$ cat config.mk
export PLATFORM = sky130hd
export DESIGN_NAME = alu_ctrl_pipe
export DESIGN_NICKNAME = d
export VERILOG_FILES = /design/src/rtl/alu_pkg.sv /design/src/rtl/alu_ctrl_lut.sv /design/src/rtl/alu_ctrl_pipe.sv
export SDC_FILE = /design/constraint.sdc
export NUM_CORES = 1
export LEC_CHECK = 0
export BUFFER_PORTS_ARGS = -buffer_cell sky130_fd_sc_hd__buf_2
export CORE_AREA = 2 2 49 62
export CTS_BUF_LIST = sky130_fd_sc_hd__clkbuf_4
export DETAILED_ROUTE_END_ITERATION = 8
export DIE_AREA = 0 0 51 64
export MAX_ROUTING_LAYER = met4
export PLACE_DENSITY_LB_ADDON = 0.15
export SLEW_MARGIN = 30
export SYNTH_ARGS = -nofsm -noshare
export SYNTH_HDL_FRONTEND = slang
export SYNTH_HIERARCHICAL = 1
export SYNTH_SLANG_ARGS = --single-unit
$ cat constraint.sdc
create_clock -name clk -period 1.9 [get_ports clk]
set_input_delay 0.095 -clock clk [delete_from_list [all_inputs] [get_ports clk]]
set_output_delay 0.095 -clock clk [all_outputs]
set_load 0.02 [all_outputs]
$ cat src/rtl/alu_pkg.sv
// -----------------------------------------------------------------------------
// alu_pkg
// Shared definitions for the registered ALU control decoder:
//   - ALU_*   : 3-bit ALU control codes (zero-extended to CTRL_W by users)
//   - ALUOP_* : decode-stage operation class encodings
//   - skid_state_e : occupancy state of the 2-entry output skid buffer
// -----------------------------------------------------------------------------
package alu_pkg;

    localparam logic [2:0] ALU_ADD = 3'd0;
    localparam logic [2:0] ALU_SUB = 3'd1;
    localparam logic [2:0] ALU_SLT = 3'd2;
    localparam logic [2:0] ALU_OR  = 3'd3;
    localparam logic [2:0] ALU_AND = 3'd4;
    localparam logic [2:0] ALU_SRL = 3'd5;
    localparam logic [2:0] ALU_SLL = 3'd6;
    localparam logic [2:0] ALU_SRA = 3'd7;

    localparam logic [1:0] ALUOP_MEM    = 2'b00;
    localparam logic [1:0] ALUOP_BRANCH = 2'b01;
    localparam logic [1:0] ALUOP_RTYPE  = 2'b10;
    localparam logic [1:0] ALUOP_ITYPE  = 2'b11;

    typedef enum logic [1:0] {
        SKID_EMPTY = 2'd0,
        SKID_ONE   = 2'd1,
        SKID_FULL  = 2'd2
    } skid_state_e;

endpackage

$ cat src/rtl/alu_ctrl_lut.sv
// -----------------------------------------------------------------------------
// alu_ctrl_lut
// Pure combinational map from {aluop, funct} to {ALU control code, illegal}.
// Illegal encodings return ADD with illegal_o=1, so X never propagates.
// Ports:
//   aluop_i   [1:0]          operation class (MEM/BRANCH/RTYPE/ITYPE)
//   funct_i   [FUNCT_W-1:0]  operation select; values >= 8 are illegal
//   ctrl_o    [CTRL_W-1:0]   ALU control code
//   illegal_o                encoding was illegal
// -----------------------------------------------------------------------------
module alu_ctrl_lut
    import alu_pkg::*;
#(
    parameter int FUNCT_W = 4,
    parameter int CTRL_W  = 4
) (
    input  logic [1:0]         aluop_i,
    input  logic [FUNCT_W-1:0] funct_i,
    output logic [CTRL_W-1:0]  ctrl_o,
    output logic               illegal_o
);

    logic       funct_hi;
    logic [2:0] funct_lo;
    logic [2:0] ctrl3;

    // Any bit at weight 8 or above makes funct out of range; the shift form
    // stays valid for every FUNCT_W >= 3.
    assign funct_hi = (funct_i >> 3) != '0;
    assign funct_lo = funct_i[2:0];

    // NOTE: every output gets a default before the case so no path leaves it
    // unassigned, which would otherwise infer a latch.
    always_comb begin
        ctrl3     = ALU_ADD;
        illegal_o = 1'b0;
        unique case (aluop_i)
            ALUOP_MEM:    ctrl3 = ALU_ADD;
            ALUOP_BRANCH: ctrl3 = ALU_SUB;
            ALUOP_RTYPE: begin
                if (funct_hi) illegal_o = 1'b1;
                else          ctrl3     = funct_lo;
            end
            ALUOP_ITYPE: begin
                // There is no subtract-immediate; SUB is rejected here.
                if (funct_hi || (funct_lo == ALU_SUB)) illegal_o = 1'b1;
                else                                   ctrl3     = funct_lo;
            end
        endcase
    end

    assign ctrl_o = CTRL_W'(ctrl3);

endmodule

$ cat src/rtl/alu_ctrl_pipe.sv
// -----------------------------------------------------------------------------
// alu_ctrl_pipe
// Registered, valid/ready ALU control decoder. Requests are decoded at accept
// time and stored in a 2-entry skid buffer feeding the execute stage. Keeps a
// saturating count of accepted illegal ops.
//
// Optional feature (macro ALU_CTRL_IDLE_GATE_EN):
//   defined   - an idle counter drives alu_clk_en low after 2^IDLE_CNT_W-1
//               idle cycles; in_valid wakes it combinationally.
//   undefined - alu_clk_en is tied to 1 and no counter is built.
//
// Ports:
//   clk, rst_n     clock, synchronous active-low reset
//   in_valid/in_ready, in_aluop, in_funct, in_tag    request side
//   out_valid/out_ready, out_alu_ctrl, out_tag, out_illegal  result side
//   illegal_count  saturating count of accepted illegal ops
//   alu_clk_en     ALU clock-enable hint
// -----------------------------------------------------------------------------
module alu_ctrl_pipe
    import alu_pkg::*;
#(
    parameter int FUNCT_W    = 4,
    parameter int CTRL_W     = 4,
    parameter int TAG_W      = 5,
    parameter int ERR_CNT_W  = 8,
    parameter int IDLE_CNT_W = 4
) (
    input  logic                 clk,
    input  logic                 rst_n,
    input  logic                 in_valid,
    output logic                 in_ready,
    input  logic [1:0]           in_aluop,
    input  logic [FUNCT_W-1:0]   in_funct,
    input  logic [TAG_W-1:0]     in_tag,
    output logic                 out_valid,
    input  logic                 out_ready,
    output logic [CTRL_W-1:0]    out_alu_ctrl,
    output logic [TAG_W-1:0]     out_tag,
    output logic                 out_illegal,
    output logic [ERR_CNT_W-1:0] illegal_count,
    output logic                 alu_clk_en
);

    typedef struct packed {
        logic [CTRL_W-1:0] ctrl;
        logic              illegal;
        logic [TAG_W-1:0]  tag;
    } entry_t;

    skid_state_e state_q, state_d;
    entry_t      head_q, head_d;
    entry_t      tail_q, tail_d;
    entry_t      new_ent;

    logic [CTRL_W-1:0]    lut_ctrl;
    logic                 lut_illegal;
    logic                 push;
    logic                 pop;
    logic [ERR_CNT_W-1:0] err_cnt_q, err_cnt_d;

    alu_ctrl_lut #(
        .FUNCT_W (FUNCT_W),
        .CTRL_W  (CTRL_W)
    ) u_lut (
        .aluop_i   (in_aluop),
        .funct_i   (in_funct),
        .ctrl_o    (lut_ctrl),
        .illegal_o (lut_illegal)
    );

    assign new_ent = '{ctrl: lut_ctrl, illegal: lut_illegal, tag: in_tag};
    assign push    = in_valid & in_ready;
    assign pop     = out_valid & out_ready;

    // ---------------------------------------------------------------------
    // State register
    // ---------------------------------------------------------------------
    // NOTE: sequential state uses non-blocking assignments so every register
    // samples its pre-edge inputs. The two buffer entries are reset as well,
    // because the head entry drives the outputs directly and must read 0
    // after reset.
    always_ff @(posedge clk) begin
        if (!rst_n) begin
            state_q <= SKID_EMPTY;
            head_q  <= '0;
            tail_q  <= '0;
        end else begin
            state_q <= state_d;
            head_q  <= head_d;
            tail_q  <= tail_d;
        end
    end

    // ---------------------------------------------------------------------
    // Next-state logic (state plus entry movement)
    // ---------------------------------------------------------------------
    always_comb begin
        state_d = state_q;
        head_d  = head_q;
        tail_d  = tail_q;
        unique case (state_q)
            SKID_EMPTY: begin
                if (push) begin
                    state_d = SKID_ONE;
                    head_d  = new_ent;
                end
            end
            SKID_ONE: begin
                if (push && !pop) begin
                    state_d = SKID_FULL;
                    tail_d  = new_ent;
                end else if (push && pop) begin
                    head_d  = new_ent;
                end else if (pop) begin
                    state_d = SKID_EMPTY;
                end
            end
            SKID_FULL: begin
                // in_ready is low here, so only a pop can occur.
                if (pop) begin
                    state_d = SKID_ONE;
                    head_d  = tail_q;
                end
            end
            default: state_d = SKID_EMPTY;
        endcase
    end

    // ---------------------------------------------------------------------
    // Outputs: decoded from registers only, so out_ready never reaches
    // in_ready combinationally.
    // ---------------------------------------------------------------------
    always_comb begin
        in_ready  = (state_q != SKID_FULL);
        out_valid = (state_q != SKID_EMPTY);
    end

    assign out_alu_ctrl = head_q.ctrl;
    assign out_illegal  = head_q.illegal;
    assign out_tag      = head_q.tag;

    // ---------------------------------------------------------------------
    // Saturating illegal-op counter
    // ---------------------------------------------------------------------
    always_comb begin
        err_cnt_d = err_cnt_q;
        if (push && lut_illegal && (err_cnt_q != '1))
            err_cnt_d = err_cnt_q + ERR_CNT_W'(1);
    end

    always_ff @(posedge clk) begin
        if (!rst_n) err_cnt_q <= '0;
        else        err_cnt_q <= err_cnt_d;
    end

    assign illegal_count = err_cnt_q;

    // ---------------------------------------------------------------------
    // Idle clock-gating hint
    // ---------------------------------------------------------------------
`ifdef ALU_CTRL_IDLE_GATE_EN
    logic [IDLE_CNT_W-1:0] idle_cnt_q, idle_cnt_d;
    logic                  idle_now;

    assign idle_now = (state_q == SKID_EMPTY) && !in_valid;

    always_comb begin
        idle_cnt_d = idle_cnt_q;
        if (!idle_now)
            idle_cnt_d = '0;
        else if (idle_cnt_q != '1)
            idle_cnt_d = idle_cnt_q + IDLE_CNT_W'(1);
    end

    always_ff @(posedge clk) begin
        if (!rst_n) idle_cnt_q <= '0;
        else        idle_cnt_q <= idle_cnt_d;
    end

    // idle_now contains in_valid, so a new request re-enables the clock in
    // the same cycle it appears.
    assign alu_clk_en = !((idle_cnt_q == '1) && idle_now);
`else
    assign alu_clk_en = 1'b1;
`endif

endmodule

==> results of run 1 <==
layout make-up:
| cell class | instances | area [sq um] |
|---|---|---|
| Sequential cell | 30 | 600.6 |
| Tap cell | 34 | 42.54 |
| Inverter | 3 | 11.26 |
| Fill cell | 273 | 978.4 |
| Clock inverter | 2 | 33.78 |
| Multi-Input combinational cell | 117 | 699.4 |
| Clock buffer | 5 | 37.54 |
| Timing Repair Buffer | 43 | 250.2 |
kinds of logic (layout without fill, tap and decap cells):
| family | count (synthesis) | after routing | synth area share, % |
|---|---|---|---|
| other | 2 | 2 | 0.5437 |
| adder cells (fa/ha/maj) | 1 | 1 | 0.9057 |
| buffers and inverters | 14 | 53 | 5.887 |
| AO/OA/AOI/OAI | 39 | 39 | 18.57 |
| XOR/XNOR | 1 | 1 | 0.6342 |
| flip-flops | 30 | 30 | 43.48 |
| AND/OR/NAND/NOR | 62 | 62 | 21.29 |
| multiplexers | 12 | 12 | 8.696 |
where the power goes:
group | internal (uW) | switching, uW
clock network | 266 | 213
logic | 78.0 | 113
registers | 657 | 16.6
worst min-delay path: cells and delay by family:
family / cells / cell delay (ns)
compound gates: 1 / 0.05
buf+inv: 1 / 0.11
simple gates: 1 / 0.05
stage by stage:
stage | hold WS (ns) | cells | power [uW] | setup WS [ns]
2_1_floorplan | 0.1735 | 161 | 812.9 | 0.2008
3_3_place_gp | 0.3119 | 222 | 864.5 | 0.1347
3_5_place_dp | 0.3215 | 222 | 872.0 | 0.07719
4_1_cts | 0.005291 | 234 | 1361 | 0.2366
5_1_grt | 0.005691 | 234 | 1415 | 0.09931
6_report | 0.02326 | 234 | 1343 | 0.2365
path summary, 6_finish.rpt:
kind | start | end | slack (ns) | cells past startpoint
min | in_tag[2] | tail_q[2] | 0.02 | 3
max | illegal_count[0] | illegal_count[5] | 0.24 | 5
min reg2reg | tail_q[2] | tail_q[2] | 0.46 | 2
max reg2reg | illegal_count[0] | illegal_count[5] | 0.24 | 5
layout by cell type (no fill, tap or decap), types with 3 or more instances in the layout:
master | synthesis | routed
buf_2 | 2 | 34
dfxtp_1 | 30 | 30
nand2_1 | 27 | 27
a21oi_1 | 17 | 17
nor2_1 | 13 | 13
mux2i_1 | 12 | 12
a211oi_1 | 11 | 11
o21ai_0 | 5 | 5
clkbuf_4 | 0 | 5
dlygate4sd3_1 | 0 | 5
or3_1 | 4 | 4
buf_4 | 3 | 4
nor2b_1 | 3 | 3
inv_1 | 3 | 3
nand3_1 | 3 | 3
routing by layer:
metal / routed length [um] / track usage, % / vias up
li1: - / - / 632
met1: 1264 / 22.30 / 555
met2: 1534 / 35.88 / 29
met3: 146 / 6.776 / 2
met4: 17 / 8.108 / 0
met5: 0 / - / -
sequential cells by signal, summed over array words and instances (netlist names):
signal / cells
tail_q: 10
illegal_count: 8
out_tag: 5
out_alu_ctrl: 4
state_q: 2
out_illegal: 1
==> metrics.cfg, run 1 <==
[outcome]
status = finished, final reports clean

[routing]
wirelength_mm = 2.962
drtIter0Drc = 22
postRouteAntennaNets = 0
vias = 1218
wl_per_cell_um = 12.66
drt-vias-per-instance = 5.205
drc = 0
firstDrtPassIters = 4

[floorplan]
core-area_sq_mm = 0.002654
die_w_um = 51
start_util_pct = 52.05
die_h_um = 64
placementRows = 21
ioPinCount = 36
dieArea_sq_mm = 0.003264

[synthesis]
yosys_register_bits = 30
synth_commonest_cells = dfxtp_1, nand2_1, a21oi_1, nor2_1, mux2i_1
synth.most_common_cell = dfxtp_1
synth_area_per_cell_sq_um = 8.580
yosysWarnings = 6
ys.flop_type = dfxtp_1
postSynthCellCount = 161
syn_nets = 177
synth_area_leaders = dfxtp_1, mux2i_1, nand2_1
ys_seq_area_share_pct = 43.48
synth_top_cell_area_share_pct = 43.48
synth_cell_type_count = 32
synth_edf_count = 0
syn-cell-area_sq_mm = 0.001381
ys_async_sr_fraction_pct = 0
yosysTopAreaCell = dfxtp_1

[global_routing]
antenna_found_initial = 0
grt_max_degree = 30
grt_pass1_wl_mm = 5.023
grt_usage_pct = 21.07
grt-ovfl-total = 0
grt_pass1_vias = 1182

[sta]
slew_viol_final = 0
skew_ns = 0.008808
rsz0062_at_grt = false
hold_viol_final = 0
tns_ns = 0
fin_crit_sh_pct = 87.55
fmax_mhz = 601.1
fin_crit_ns = 1.663
setup_viol = 0

[clock_tree]
ctsHoldBuffers = 5
clk_path_buf_depth = 2
cts.sinks = 30
cts_buffers = 5
cts-root-buf = clkbuf_4
clk_latency_ns = 0.32
htreeDepth = 2
cts_tree = yes
cts_setup_buffers = 0
clk_pin_slew_ns = 0.10
cts-resized-gates = 0

[critical_path]
crit_chain = ha_1 -> nand3_1 -> o2111ai_4 -> or4_1 -> a21oi_1
required_ns = 2.15
crit_family = simple AND/OR/NAND/NOR gates
crit_path_top_delay_cell = or4_1
cp-end-kind = register
crit_arrival_ns = 1.92
crit_path_start_kind = register
critical-path-max-stage-delay_ns = 0.47
cp_max_fo = 14
path_buf_inv = 0
critPathKind = register to register

[hold_path]
hold_path.class = input port to register

[layout]
antenna_cells = 0
final_area_sq_mm = 0.001675
drive_above_1_share_pct = 23.50
fin_nets = 216
syn2layout_area_growth_pct = 21.29
utilization_pct = 63.13

[placement]
place_area_sq_mm = 0.001554
place.gp.congestion = 0.6981
io_buffer_count = 34
hpwl_mm = 2.051

[run]
maxCapViolCount = 0

[power_and_ir_drop]
p_leak_uw = 0.0007497
p_per_area_mw_per_mm2 = 801.5
irDropWorstVdd_mv = 0.6077

Note: power is estimated with default switching activity, not from simulation.
==> inputs of run 2 (changes only) <==
--- a/config.mk
+++ b/config.mk
@@ -11,7 +11,7 @@
 export DETAILED_ROUTE_END_ITERATION = 8
 export DIE_AREA = 0 0 51 64
 export MAX_ROUTING_LAYER = met4
-export PLACE_DENSITY_LB_ADDON = 0.15
+export PLACE_DENSITY_LB_ADDON = 0.05
 export SLEW_MARGIN = 30
 export SYNTH_ARGS = -nofsm -noshare
 export SYNTH_HDL_FRONTEND = slang
==> metrics.cfg, run 2 (synthesized netlist as in run 1, its figures left out) <==
[critical_path]
cp-end-kind = register
crit_chain = ha_1 -> nand3_1 -> o2111ai_4 -> or4_1 -> a21oi_1
required_ns = 2.17  ; +0.02 ns
crit_family = simple AND/OR/NAND/NOR gates
crit_path_top_delay_cell = or4_1
rrSetupSlack_ns = 0.26  ; +0.02 ns
path_buf_inv = 0  ; unchanged
rr_worst_depth = 5  ; unchanged
r2r-start = illegal_count[0]
critical-path-max-stage-delay_ns = 0.45  ; -0.02 ns
cp_max_fo = 14  ; unchanged
critPathKind = register to register
r2r-end = illegal_count[5]
crit_arrival_ns = 1.91  ; about the same
crit_path_start_kind = register
cp_num_cells = 5  ; unchanged

[clock_tree]
clk_pin_slew_ns = 0.10  ; about the same
clk_path_buf_depth = 2  ; unchanged
cts-root-buf = clkbuf_4
clk_latency_ns = 0.33  ; about the same
cts_buffers = 5  ; unchanged
cts-resized-gates = 0  ; unchanged
cts.sinks = 30  ; unchanged
cts_tree = yes
htreeDepth = 2  ; unchanged

[sta]
rsz0062_at_grt = false
setup_viol = 0  ; unchanged
hold_viol_final = 0  ; unchanged
slew_viol_final = 0  ; unchanged
tns_ns = 0  ; unchanged
skew_ns = 0.005683  ; -0.003124 ns
fmax_mhz = 609.6  ; +1.4%
fin_crit_ns = 1.640  ; -0.02314 ns
fin_crit_sh_pct = 86.33  ; -1.2 points

[floorplan]
die_w_um = 51  ; unchanged
dieArea_sq_mm = 0.003264  ; unchanged
ioPinCount = 36  ; unchanged
core-area_sq_mm = 0.002654  ; unchanged
start_util_pct = 52.05  ; unchanged
die_h_um = 64  ; unchanged
placementRows = 21  ; unchanged

[layout]
final_common_cell = buf_2
drive_above_1_share_pct = 24.12  ; +0.62 points
fin_nets = 215  ; -0.46%
largest_reg_flops = 10  ; unchanged
final_area_sq_mm = 0.001642  ; -2.0%
antenna_cells = 0  ; unchanged
layout_common_cells = buf_2, dfxtp_1, nand2_1
syn2layout_area_growth_pct = 18.84
regMostFlops = tail_q

[global_routing]
grt_pass1_wl_mm = 4.781  ; -4.8%
grt_usage_pct = 20.10  ; -0.97 points
grt_pass1_vias = 1103  ; -6.7%
antenna_found_initial = 0  ; unchanged
grt-ovfl-total = 0  ; unchanged
grt_max_degree = 30  ; unchanged

[routing]
drt-vias-per-instance = 5.227  ; +0.43%
firstDrtPassIters = 4  ; unchanged
wirelength_mm = 2.808  ; -5.2%
drc = 0  ; unchanged
vias = 1218  ; unchanged
drtIter0Drc = 36  ; +64%
wl_per_cell_um = 12.05  ; -4.8%
postRouteAntennaNets = 0  ; unchanged

[placement]
hpwl_mm = 1.957  ; -4.6%
io_buffer_count = 34  ; unchanged
place.gp.congestion = 0.7668  ; +9.8%
place_area_sq_mm = 0.001554  ; unchanged

[hold_path]
holdPathEnd = tail_q[2]
worstHoldStart = in_tag[2]
hold_path.class = input port to register
worstHoldPathCells = 3  ; unchanged

[power_and_ir_drop]
p_per_area_mw_per_mm2 = 737.0  ; -8.1%
irDropWorstVdd_mv = 0.4170  ; -31%
p_leak_uw = 0.0007376  ; -1.6%

[run]
maxCapViolCount = 0  ; unchanged

[outcome]
status = finished, final reports clean

[run 2: worst reg2reg max path, stage by stage, from the launching register on]
cell and delay (ns):
dfxtp_1 0.36, ha_1 0.26, nand3_1 0.15, o2111ai_4 0.21, or4_1 0.45, a21oi_1 0.15
[run 2: worst max-delay path by stage]
| stage | start | slack, ns | end |
|---|---|---|---|
| 6_report | illegal_count[0] | 0.26 | illegal_count[5] |
| 5_1_grt | illegal_count[0] | 0.13 | illegal_count[5] |
| 4_1_cts | illegal_count[0] | 0.26 | illegal_count[5] |
| 3_5_place_dp | in_funct[1] | 0.11 | illegal_count[5] |
| 3_3_place_gp | in_funct[1] | 0.13 | illegal_count[7] |
| 2_1_floorplan | in_funct[1] | 0.20 | illegal_count[2] |
[run 2: repair_timing]
item	CTS	global route
hold buffers	3	1
buffers inserted	0	0
endpoints found under the hold margin	3	1
[run 2: report_power, final]
| group | internal [uW] | switching [uW] | leakage, uW |
|---|---|---|---|
| clock network | 133 | 217 | 0.0000308 |
| registers | 657 | 16.9 | 0.000245 |
| logic | 76.6 | 110 | 0.000462 |
[run 2: area by class of cell]
class,instances,area [sq um]
fill,251,1012
multi-input combinational,117,699.4
sequential,30,600.6
timing repair buffer,42,240.2
tap,34,42.54
clock buffer,5,37.54
inverter,3,11.26
clock inverter,2,10.01
[run 2: stage by stage]
step / total power (uW) / utilization (%) / instances / hold slack (ns) / setup WS [ns]
after floorplan: 812.9 / - / 161 / 0.1735 / 0.2008
after global placement: 864.7 / 58.56 / 222 / 0.3131 / 0.1309
after detailed placement: 870.5 / 58.56 / 222 / 0.3232 / 0.1103
after CTS: 1223 / 61.48 / 232 / 0.001203 / 0.2573
after global routing: 1278 / 61.86 / 233 / 0.009391 / 0.1254
final: 1210 / 61.86 / 233 / 0.008971 / 0.2597
[run 2: per-layer routing]
layer / track usage [%] / wire (um)
met1: 21.18 / 1232
met2: 32.79 / 1371
met3: 7.477 / 144
met5: - / 0
met4: 9.459 / 59
==> inputs of run 3 (changes only) <==
--- a/config.mk
+++ b/config.mk
@@ -11,7 +11,7 @@
 export DETAILED_ROUTE_END_ITERATION = 8
 export DIE_AREA = 0 0 51 64
 export MAX_ROUTING_LAYER = met4
-export PLACE_DENSITY_LB_ADDON = 0.05
+export PLACE_DENSITY = 0.78
 export SLEW_MARGIN = 30
 export SYNTH_ARGS = -nofsm -noshare
 export SYNTH_HDL_FRONTEND = slang
==> metrics.cfg, run 3 (synthesized netlist as in run 1, its figures left out) <==
[critical_path]
critPathKind = register to register
r2r-start = illegal_count[0]
critical-path-max-stage-delay_ns = 0.45  ; about the same
required_ns = 2.17  ; about the same
rrSetupSlack_ns = 0.25  ; about the same
path_buf_inv = 0  ; unchanged
cp_max_fo = 14  ; unchanged
crit_path_start_kind = register
crit_arrival_ns = 1.92  ; about the same
crit_path_top_delay_cell = or4_1
cp-end-kind = register
rr_worst_depth = 5  ; unchanged
crit_chain = ha_1 -> nand3_1 -> o2111ai_4 -> or4_1 -> a21oi_1
r2r-end = illegal_count[5]
crit_family = simple AND/OR/NAND/NOR gates

[hold_path]
holdPathEnd = tail_q[8]
worstHoldPathCells = 4  ; +1
worstHoldStart = in_funct[2]
hold_path.class = input port to register

[sta]
tns_ns = 0  ; unchanged
slew_viol_final = 0  ; unchanged
fmax_mhz = 604.6  ; -0.82%
tightest_slew_ns = 0.4980
maxSlewHeadroom_pct = 66.57
fin_crit_sh_pct = 87.05  ; +0.71 points
fin_crit_ns = 1.654  ; +0.01358 ns
rsz0062_at_grt = false
hold_viol_final = 0  ; unchanged
skew_ns = 0.004337  ; -0.001346 ns
setup_viol = 0  ; unchanged

[global_routing]
grt_usage_pct = 20.82  ; +0.72 points
use_met3_pct = 7.243  ; -0.23 points
grt_pass1_vias = 1212  ; +9.9%
grt-ovfl-total = 0  ; unchanged
use_met1_pct = 22.45  ; +1.3 points
grt_max_degree = 30  ; unchanged
top_usage_layer = met2
antenna_found_initial = 0  ; unchanged
grt_util_met2_pct = 34.25  ; +1.5 points
grt_pass1_wl_mm = 5.043  ; +5.5%

[layout]
utilization_pct = 63.70  ; +1.8 points
syn2layout_area_growth_pct = 22.37
final_area_sq_mm = 0.001690  ; +3.0%
largest_reg_flops = 10  ; unchanged
layout_common_cells = buf_2, dfxtp_1, nand2_1
fin_nets = 218  ; +1.4%
final_common_cell = buf_2
drive_above_1_share_pct = 23.65  ; -0.48 points
antenna_cells = 0  ; unchanged
regMostFlops = tail_q

[power_and_ir_drop]
irDropWorstVdd_mv = 0.4902  ; +18%
p_leak_uw = 0.0007567  ; +2.6%
p_per_area_mw_per_mm2 = 732.9  ; -0.56%

[clock_tree]
cts_tree = yes
cts_buffers = 5  ; unchanged
cts-root-buf = clkbuf_4
cts.sinks = 30  ; unchanged
clk_pin_slew_ns = 0.09  ; about the same
clk_path_buf_depth = 2  ; unchanged
htreeDepth = 2  ; unchanged
clk_latency_ns = 0.33  ; about the same
cts_setup_buffers = 0  ; unchanged

[floorplan]
die_h_um = 64  ; unchanged
start_util_pct = 52.05  ; unchanged
dieArea_sq_mm = 0.003264  ; unchanged
ioPinCount = 36  ; unchanged
die_w_um = 51  ; unchanged
core-area_sq_mm = 0.002654  ; unchanged
placementRows = 21  ; unchanged

[routing]
postRouteAntennaNets = 0  ; unchanged
vias = 1266  ; +3.9%
drc = 0  ; unchanged
drt-vias-per-instance = 5.342  ; +2.2%
drtIter0Drc = 28  ; -22%
wirelength_mm = 2.851  ; +1.5%
firstDrtPassIters = 4  ; unchanged
wl_per_cell_um = 12.03  ; -0.18%

[placement]
io_buffer_count = 34  ; unchanged
place_area_sq_mm = 0.001567  ; +0.81%
hpwl_mm = 2.017  ; +3.1%
place.gp.congestion = 0.6854  ; -11%

[outcome]
status = finished, final reports clean

[run]
maxCapViolCount = 0  ; unchanged

==> run 3: changes by cell type in the layout (fill, tap and decap cells not counted) <==
cell | before | now
dlygate4sd3_1 | 4 | 7
clkbuf_4 | 5 | 6
buf_4 | 4 | 3
buf_12 | 0 | 1
clkinv_1 | 0 | 1
clkinv_2 | 2 | 1
==> run 3: worst max-delay path by stage <==
| stage | cells past startpoint | to | from |
|---|---|---|---|
| 6_report | 5 | illegal_count[5] | illegal_count[0] |
| 5_1_grt | 5 | illegal_count[5] | illegal_count[0] |
| 4_1_cts | 5 | illegal_count[5] | illegal_count[0] |
| 3_5_place_dp | 7 | illegal_count[5] | in_funct[1] |
| 3_3_place_gp | 7 | illegal_count[5] | in_funct[1] |
| 2_1_floorplan | 6 | illegal_count[2] | in_funct[1] |
==> run 3: cell type report <==
type | count | area [sq um]
clock buffers | 6 | 45.04
flip-flops and latches | 30 | 600.6
fillers | 242 | 963.4
well taps | 34 | 42.54
clock inverters | 2 | 8.758
inverters | 3 | 11.26
multi-input cells | 117 | 699.4
repair buffers | 45 | 282.8
==> run 3: metal layers <==
layer  wire length (um)  share of wire [%]  up-vias
li1                   -                  -      642
met1               1185                 42      578
met2               1456                 51       37
met3                145                5.1        9
met4                 64                2.2        0
met5                  0                  0        -
==> run 3: where the power goes <==
| part | switching (uW) | leakage, uW | internal, uW |
|---|---|---|---|
| Combinational | 113 | 0.000479 | 85.5 |
| Sequential | 16.8 | 0.000245 | 657 |
| Clock | 214 | 0.0000331 | 153 |
| Total | 344 | 0.000757 | 895 |
==> run 3: timing repair <==
item	in CTS	in global routing
hold buffers	7	0
gates resized for setup	0	0
endpoints found under the hold margin	7	0
==> run 3: worst reg2reg max path, cell delays in order (launching register included) <==
cell	delay, ns
dfxtp_1	0.35
ha_1	0.26
nand3_1	0.15
o2111ai_4	0.23
or4_1	0.45
a21oi_1	0.15
==> run 3: per-stage QoR <==
step                      power (uW)  hold WS, ns  instances  worst slack (ns)
after global routing            1305       0.1616        237            0.1082
final                           1239       0.1490        237            0.2461
after CTS                       1257       0.1356        237            0.2439
after floorplan                812.9       0.1735        161            0.2008
after global placement         869.7       0.3122        222            0.1422
after detailed placement       876.6       0.3240        222           0.07145
